File: config.mk
export PLATFORM = sky130hd
export DESIGN_NAME = branch_predict_resolve
export DESIGN_NICKNAME = d
export VERILOG_FILES = /design/src/rtl/branch_predict_resolve_pkg.sv /design/src/rtl/branch_predict_resolve_branch_cond.sv /design/src/rtl/branch_predict_resolve.sv
export SDC_FILE = /design/constraint.sdc
export NUM_CORES = 1
export LEC_CHECK = 0
export CAP_MARGIN = 15
export CORE_MARGIN = 4
export CORE_UTILIZATION = 30
export DETAILED_ROUTE_END_ITERATION = 10
export PLACE_DENSITY = 0.47
export SYNTH_ARGS = -nofsm -noshare
export SYNTH_HDL_FRONTEND = slang
export SYNTH_SLANG_ARGS = --single-unit
export TNS_END_PERCENT = 30
File: constraint.sdc
create_clock -name clk -period 8 [get_ports clk]
set_clock_uncertainty 0.1 [all_clocks]
set_input_delay 0.8 -clock clk [delete_from_list [all_inputs] [get_ports clk]]
set_output_delay 0.8 -clock clk [all_outputs]
set_load 0.05 [all_outputs]
File: src/rtl/branch_predict_resolve_pkg.sv
// Shared opcode/rt encodings and BHT counter helpers for the branch predict/resolve unit.
package branch_predict_resolve_pkg;

   localparam logic [5:0] EXE_REGIMM_INST = 6'b000001;
   localparam logic [5:0] EXE_BEQ         = 6'b000100;
   localparam logic [5:0] EXE_BNE         = 6'b000101;
   localparam logic [5:0] EXE_BLEZ        = 6'b000110;
   localparam logic [5:0] EXE_BGTZ        = 6'b000111;

   localparam logic [4:0] EXE_BLTZ   = 5'b00000;
   localparam logic [4:0] EXE_BGEZ   = 5'b00001;
   localparam logic [4:0] EXE_BLTZAL = 5'b10000;
   localparam logic [4:0] EXE_BGEZAL = 5'b10001;

   localparam logic [31:0] ZeroWord = 32'h0000_0000;

   typedef enum logic [1:0] {SNT = 2'b00, WNT = 2'b01, WT = 2'b10, ST = 2'b11} bht_cnt_e;

   // Two-bit saturating counter step toward the resolved direction.
   function automatic logic [1:0] sat_update(input logic [1:0] cnt, input logic taken);
      logic [1:0] nxt;
      nxt = cnt;
      if (taken && cnt != ST)       nxt = cnt + 2'd1;
      else if (!taken && cnt != SNT) nxt = cnt - 2'd1;
      return nxt;
   endfunction

endpackage

File: src/rtl/branch_predict_resolve_branch_cond.sv
// ID-stage branch condition evaluator: decodes conditional branches and resolves them.
module branch_cond
   import branch_predict_resolve_pkg::*;
#(
   parameter int WIDTH = 32
) (
   input  logic [5:0]       op_i,
   input  logic [4:0]       rt_i,
   input  logic [WIDTH-1:0] a_i,
   input  logic [WIDTH-1:0] b_i,
   output logic             is_branch_o,
   output logic             taken_o
);

   logic sign_a;
   logic a_zero;

   assign sign_a = a_i[WIDTH-1];
   assign a_zero = (a_i == WIDTH'(ZeroWord));

   always_comb begin
      is_branch_o = 1'b0;
      taken_o     = 1'b0;
      case (op_i)
         EXE_BEQ:  begin is_branch_o = 1'b1; taken_o = (a_i == b_i);       end
         EXE_BNE:  begin is_branch_o = 1'b1; taken_o = (a_i != b_i);       end
         EXE_BGTZ: begin is_branch_o = 1'b1; taken_o = !sign_a && !a_zero; end
         EXE_BLEZ: begin is_branch_o = 1'b1; taken_o = sign_a || a_zero;   end
         EXE_REGIMM_INST: begin
            case (rt_i)
               EXE_BGEZ, EXE_BGEZAL: begin is_branch_o = 1'b1; taken_o = !sign_a; end
               EXE_BLTZ, EXE_BLTZAL: begin is_branch_o = 1'b1; taken_o = sign_a;  end
               default: ;
            endcase
         end
         default: ;
      endcase
   end

endmodule

File: src/rtl/branch_predict_resolve.sv
// Bimodal BHT predictor read in IF, resolved in ID; flags mispredicts, trains, counts.
module branch_predict_resolve
   import branch_predict_resolve_pkg::*;
#(
   parameter int         WIDTH    = 32,
   parameter int         IDX_BITS = 6,
   parameter logic [1:0] CNT_INIT = 2'b01
) (
   input  logic             clk,
   input  logic             rst,
   input  logic [31:0]      pc_f,
   output logic             pred_taken_f,
   input  logic             stall_d,
   input  logic             flush_d,
   input  logic             valid_d,
   input  logic [5:0]       op_d,
   input  logic [4:0]       rt_d,
   input  logic [WIDTH-1:0] cin_a,
   input  logic [WIDTH-1:0] cin_b,
   output logic             is_branch_d,
   output logic             taken_d,
   output logic             pred_taken_d,
   output logic             mispredict_d,
   output logic [31:0]      branch_cnt,
   output logic [31:0]      mispredict_cnt
);

   localparam int DEPTH = 1 << IDX_BITS;

   logic [DEPTH-1:0][1:0] bht_q, bht_d;
   logic [IDX_BITS-1:0]   idx_f;
   logic [IDX_BITS-1:0]   idx_q, idx_d;
   logic                  pred_q, pred_d;
   logic [31:0]           branch_cnt_q, branch_cnt_d;
   logic [31:0]           mispredict_cnt_q, mispredict_cnt_d;
   logic                  resolve;
   logic                  unused_pc_bits;

   assign idx_f          = pc_f[IDX_BITS+1:2];
   assign unused_pc_bits = ^{pc_f[31:IDX_BITS+2], pc_f[1:0]};
   // Plain table read: a write to the same entry this cycle is seen next cycle.
   assign pred_taken_f   = bht_q[idx_f][1];

   branch_cond #(.WIDTH(WIDTH)) u_cond (
      .op_i        (op_d),
      .rt_i        (rt_d),
      .a_i         (cin_a),
      .b_i         (cin_b),
      .is_branch_o (is_branch_d),
      .taken_o     (taken_d)
   );

   assign pred_taken_d = pred_q;
   assign mispredict_d = valid_d & is_branch_d & !stall_d & (taken_d != pred_q);
   assign resolve      = valid_d & is_branch_d & !stall_d & !flush_d;

   always_comb begin
      pred_d = pred_q;
      idx_d  = idx_q;
      if (flush_d) begin
         pred_d = 1'b0;
         idx_d  = '0;
      end else if (!stall_d) begin
         pred_d = pred_taken_f;
         idx_d  = idx_f;
      end
   end

   always_comb begin
      bht_d            = bht_q;
      branch_cnt_d     = branch_cnt_q;
      mispredict_cnt_d = mispredict_cnt_q;
      if (resolve) begin
         bht_d[idx_q] = sat_update(bht_q[idx_q], taken_d);
         branch_cnt_d = branch_cnt_q + 32'd1;
         if (taken_d != pred_q) mispredict_cnt_d = mispredict_cnt_q + 32'd1;
      end
   end

   always_ff @(posedge clk) begin
      if (rst) begin
         bht_q            <= {DEPTH{CNT_INIT}};
         pred_q           <= 1'b0;
         idx_q            <= '0;
         branch_cnt_q     <= '0;
         mispredict_cnt_q <= '0;
      end else begin
         bht_q            <= bht_d;
         pred_q           <= pred_d;
         idx_q            <= idx_d;
         branch_cnt_q     <= branch_cnt_d;
         mispredict_cnt_q <= mispredict_cnt_d;
      end
   end

   assign branch_cnt     = branch_cnt_q;
   assign mispredict_cnt = mispredict_cnt_q;

endmodule

After elaboration in Yosys (flattened, before gate mapping)
Cells that the tools add are included.
- register bits: 199
- input port bits: 112
- output and inout port bits: 69
- logic and storage cells: 124
- $add $sub $neg: 4
- order comparisons: 3
- equal/unequal tests: 12
- multiplexer cells: 14
- bitwise operators: 4
- reduce and logical (&&, ||, !) cells: 19
- operators with widths (kind ; number):
    128-bit bitwise mux ; 1
    32-bit by 1-bit adder with 32-bit output, second input constant ; 2
    32-bit == test ; 1
    32-bit logical NOT ; 1
    32-bit inequality test ; 1
    2-bit binary-select mux with 6-bit select ; 2
    6-bit by 3-bit == test with 1-bit output, second input constant ; 4
    6-bit by 7-bit less-than comparator with 1-bit output, second input constant ; 2
    2-bit demux with 6-bit select ; 1
    2-bit two-way mux ; 6
    5-bit == test, second input constant ; 2
    4-bit OR reduction ; 2
    6-bit by 1-bit == test with 1-bit output, second input constant ; 1
    6-bit by 1-bit >= comparator with 1-bit output, second input constant ; 1
    2-bit OR reduction ; 3
    5-bit by 1-bit == test with 1-bit output, second input constant ; 1
    1-bit logical NOT ; 5
    5-bit logical NOT ; 1
    1-bit case mux with 5 select lines ; 1
    1-bit bitwise AND ; 4
    1-bit logical AND ; 4
    1-bit case mux with 2 select lines ; 2
    2-bit by 1-bit adder with 2-bit output, second input constant ; 1
    2-bit inequality test, second input constant ; 1
    other kinds (6) ; 6

Longest topological paths before layout
- depth in word-level cells: 10
- gate-level depth with buffers: 18
- depth with buffers taken out: 13

Modules after synthesis
From an unflattened synthesis, not the netlist that was laid out.
- cells, all modules: 1081
- area total of the unflattened synthesis: 9620.5 um^2
- modules (own cells, without submodules) (module ; instances ; cells each ; area an instance (um^2) ; seq. area each (um^2)):
    branch_predict_resolve ; 1 ; 1017 ; 9106.2 ; 3983.8
    branch_cond ; 1 ; 64 ; 514.2 ; 0.0

Least setup slack after synthesis
No wires, ideal clock.
- path kind: input -> output
- from: in op_d[3]
- to: out mispredict_d
- data arrival time: 3.699 ns
- data required time: 7.100 ns
- path slack: 3.401 ns
- stages on the path: 6
- path through: nor3_1 -> nand2_1 -> o41ai_1 -> nor2_4 -> xor2_1 -> nor4b_1
- longest elaborated chain between the ends: 6
- elaborated cells on any way between the ends: 12
- ends and longest elaborated chain (what ; line ; text):
    start, declared ; branch_predict_resolve.sv:16 ; input logic [5:0] op_d,
    6-bit by 3-bit == test with 1-bit output ; branch_predict_resolve_branch_cond.sv:24 ; case (op_i)
    4-bit OR reduction (no source line) ; n/a ;
    1-bit case mux with 2 select lines ; branch_predict_resolve_branch_cond.sv:24 ;
    1-bit bitwise AND (2 in a row) ; branch_predict_resolve.sv:54 ; assign mispredict_d = valid_d & is_branch_d & !stall_d & (taken_d != pred_q);
    1-bit bitwise AND (*) ; branch_predict_resolve.sv:54 ;
    end, declared ; branch_predict_resolve.sv:23 ; output logic mispredict_d,
Mark *: on every way between the ends. The rest lies on a longest branch, timed or not.

Worst setup path after layout
- from: reg idx_q[1]
- to: reg bht_q[69] (netlist bit)
- longest elaborated chain between the ends: 8
- elaborated cells on any way between the ends: 17
- ends and longest elaborated chain (what ; line ; text):
    start, declared ; branch_predict_resolve.sv:32 ; logic [IDX_BITS-1:0] idx_q, idx_d;
    start signal, assigned ; branch_predict_resolve.sv:90 ; idx_q <= idx_d;
    branches (longest 7 deep; another with 2-bit by 1-bit subtractor with 2-bit output) ; n/a ;
    128-bit bitwise mux (*) ; branch_predict_resolve.sv:74 ; bht_d[idx_q] = sat_update(bht_q[idx_q], taken_d);
    end signal, assigned ; branch_predict_resolve.sv:82 ; bht_q <= {DEPTH{CNT_INIT}};
    end signal, assigned ; branch_predict_resolve.sv:88 ; bht_q <= bht_d;
    end, declared ; branch_predict_resolve.sv:30 ; logic [DEPTH-1:0][1:0] bht_q, bht_d;
Mark *: on every way between the ends. The select of a mux whose other input is x is not followed.
A chain may end at the register's enable or synchronous reset.

==> impl_summary.log <==
[metrics] outcome: completed
[metrics] clock latency of the later-clocked register in the worst-skew pair: 0.46 ns
[metrics] clock tree from TritonCTS: built
[metrics] Power per Cell Area: 160 nW/um^2
[metrics] final-report setup violation count: 0
[metrics] area share of the largest cell type after synthesis: 37.2%
[metrics] Cells on Worst Hold Path: 2
[metrics] via count of the routed design: 10181
[metrics] actual transition at the worst max-transition pin: 1.13 ns
[metrics] Placement Setup Slack: 2.46 ns
[metrics] Synth area leader: dfxtp_1
[metrics] router iterations before antenna repair: 5
[metrics] Total Negative Setup Slacks: 0 ns
[metrics] maximum fanout encountered on the critical timing path: 40
[metrics] remaining design rule violation count: 0
[metrics] slack of the worst reg-to-reg path: 2.45 ns
[metrics] Post-Synthesis Mean Instance Area: 8.61 sq um
[metrics] Pleak: 4.29 nW
[metrics] Critical Path Start Type: flip-flop
[metrics] clock root cell: clkbuf_16
[metrics] Worst Hold Launch: bht_q[8]$_SDFFE_PP1P_
[metrics] reported max-cap violation count: 0
[metrics] half-perimeter wire length after placement: 27800 microns
[metrics] Min Clock Period, post-route: 5.55 ns
[metrics] area of the core region: 34900 sq um
[metrics] Register-to-Register Path Depth: 14
[metrics] antenna-violating nets left: 0
[metrics] met2 Track Usage GR: 32.6%
[metrics] post-synthesis cell type count: 66
[metrics] register area: 3990 sq um
[metrics] most area-consuming cells after synthesis: dfxtp_1 (37%), nand2_1 (5.7%), mux2i_1 (5.6%)
[metrics] Row Count: 68
[metrics] die outline area: 38800 sq um
[metrics] GRT Resource Usage Total: 20.3%
[metrics] Ys Warns: 0
[metrics] Worst Setup End Kind: flip-flop
[metrics] number of hold violations in the final report: 0
[metrics] antenna diode count: 0
[metrics] total grt overflow: 0
[metrics] post-CTS setup buffers: 0
[metrics] tightest slew margin relative to the limit: 24.4%
[metrics] Num Clock Sinks: 199
[metrics] hold_buf cts: 0
[metrics] clock transition at the register clock pins on the worst setup and hold paths after CTS: 0.08 ns
[metrics] first-iteration detailed-routing DRC count: 850
[metrics] global route hottest layer: met2
[metrics] R2R Path Start: idx_q[1]$_SDFFE_PP0N_
[metrics] Seq cells post-synth: 199
[metrics] peak clock frequency supported by timing: 0.180 GHz
[metrics] endpoint of the most critical register-to-register path: bht_q[69]$_SDFFE_PP0P_
[metrics] total routed wirelength: 40300 microns
[metrics] DIE WIDTH: 197 microns
[metrics] via density per instance: 5.61
[metrics] Worst path max stage delay: 0.92 ns
[metrics] class of the most critical setup path: reg -> reg
[metrics] via count of the first global-routing pass: 9675
[metrics] footprint of the multi-input gates: 6290 sq um
[metrics] Global Route met1 Usage: 27.7%
[metrics] Post-Synthesis Cells: 1244
[metrics] fraction of the cycle the final worst path needs: 69.4%
[metrics] most instantiated library cell after synthesis: dfxtp_1
[metrics] pin count of the biggest net entering global routing: 85
[metrics] FILL cells: 3587
[metrics] initial antenna violation count: 0
[metrics] count of port buffers added during placement: 153
[metrics] count of H-tree levels built during CTS: 4
[metrics] wire length per cell after detailed routing: 22.2 microns
[metrics] max-slew violation count: 0
[metrics] setup repair after global routing missed its margin: no
[metrics] GR Layer Usage met3: 4.41%
[metrics] share of post-route cells with drive strength above 1: 9.26%
[metrics] Layout Nets: 1464
[metrics] area delta synth->final: 23.0%
[metrics] post-synthesis instance area: 10700 sq um
[metrics] slowest stage cell, crit path: nand3_2
[metrics] number of enable-type register cells in the synthesized netlist: 0
[metrics] clock buffers created by TritonCTS: 17
[metrics] Cell Chain, Critical Path: buf_4 -> nor2b_1 -> a22o_1 -> a222oi_1 -> a21oi_1 -> a21oi_1 -> nand3_2 -> inv_1 -> ha_1 -> nor2b_1 -> mux2i_2 -> buf_4 -> nand3_2 -> a221oi_1
[metrics] worst hold endpoint: bht_q[8]$_SDFFE_PP1P_
[metrics] critical path data required time: 8.24 ns
[metrics] post-route worst setup slack: 2.45 ns
[metrics] proportion of register bits with asynchronous set or reset after synthesis: 0%
[metrics] total power: 2.11 mW
[metrics] post-cts gate resize count: 0
[metrics] initial standard-cell utilization of the core: 30.7%
[metrics] Seq/Total Area, Yosys: 37.2%
[metrics] maximum count of clock buffers along a single path: 2
[metrics] y dimension of the die: 197 microns
[metrics] final weighted congestion in routability-driven placement: 0.844
[metrics] maximum VDD drop: 0.000152 V
[metrics] HP Class: reg -> reg
[metrics] top flip-flop cell by instance count after synthesis: dfxtp_1
[metrics] number of nets in the synthesized netlist: 1360
[metrics] number of I/O pins: 181
[metrics] crit path DAT: 5.79 ns
[metrics] most frequent cells after synthesis: dfxtp_1 (199), nand2_1 (162), nor2_1 (109), a21oi_1 (100), o21ai_0 (82)
[metrics] global-route wire length before repair: 61100 microns
critical path, delay by kind of cell, from the launching register on:
kind            cells  cell delay [ns]
simple gates        4             1.56
mux                 1             0.13
compound gates      5             1.64
flops               1             0.79
fa+ha+maj           1             0.27
buf+inv             3             0.89
power breakdown:
group	total, mW	switching [mW]	internal [mW]
sequential	0.998	0.00731	0.991
clock	0.897	0.450	0.447
combinational	0.216	0.140	0.0760
total	2.11	0.598	1.51
cell type report:
type | count | share of cell area, %
clock buffer | 18 | 3.26
tap | 455 | 4.32
sequential | 199 | 30.3
timing repair buffer | 175 | 12.9
multi-input combinational | 942 | 47.7
clock inverter | 14 | 1.19
inverter | 13 | 0.370
logic make-up (layout without fill, tap and decap cells):
logic type | Yosys count | in the layout | synth area share, %
XOR/XNOR | 60 | 60 | 5.08
AO/OA/AOI/OAI | 323 | 323 | 19.3
buffers and inverters | 103 | 220 | 4.41
multiplexers | 109 | 109 | 13.5
flip-flops | 199 | 199 | 37.2
adder cells (fa/ha/maj) | 4 | 4 | 0.467
AND/OR/NAND/NOR | 446 | 446 | 20.1
per-stage QoR:
| step | instances | util [%] | hold slack, ns | instance area, sq um |
|---|---|---|---|---|
| 3_5_place_dp | 1784 | 36.1 | 0.350 | 12600 |
| 3_3_place_gp | 1784 | 36.1 | 0.346 | 12600 |
| 5_1_grt | 1816 | 37.8 | 0.400 | 13200 |
| 4_1_cts | 1816 | 37.8 | 0.368 | 13200 |
| 6_report | 1816 | 37.8 | 0.366 | 13200 |
| 2_1_floorplan | 1244 | - | 0.331 | 10700 |
registers in the layout (all words and copies together), names as in the netlist:
name            flops
branch_cnt         32
pred_taken_d        1
mispredict_cnt     32
idx_q               6
bht_q             128
layout by cell type, fill, tap and decap left out, drive strengths merged, types with 20 or more instances in the layout:
cell type      instances
dfxtp                199
buf                   23
clkdlybuf4s50        152
nand4                 20
xor2                  54
o21ai                 85
mux2i                 60
mux4                  26
a21oi                100
inv                   23
nand2                162
nand3                 36
nor2                 110
mux2                  23
a311oi                26
a221oi                44
layer usage:
| metal | wire (microns) | part of all wire (%) |
|---|---|---|
| met5 | 0 | 0 |
| met3 | 3170 | 7.9 |
| met2 | 18100 | 45 |
| met4 | 785 | 1.9 |
| met1 | 18300 | 45 |
how the worst max path moves through the flow:
stage          slack [ns]  depth (start not counted)                      to             startpoint
2_1_floorplan        3.40                          6            mispredict_d                op_d[3]
3_3_place_gp         2.52                         14  bht_q[97]$_SDFFE_PP0P_  idx_q[1]$_SDFFE_PP0N_
3_5_place_dp         2.46                         15  bht_q[69]$_SDFFE_PP0P_  idx_q[1]$_SDFFE_PP0N_
4_1_cts              2.43                         15  bht_q[69]$_SDFFE_PP0P_  idx_q[1]$_SDFFE_PP0N_
5_1_grt              2.13                         14  bht_q[61]$_SDFFE_PP0P_  idx_q[1]$_SDFFE_PP0N_
6_report             2.45                         14  bht_q[69]$_SDFFE_PP0P_  idx_q[1]$_SDFFE_PP0N_
Power figures use the tool's default switching activity.
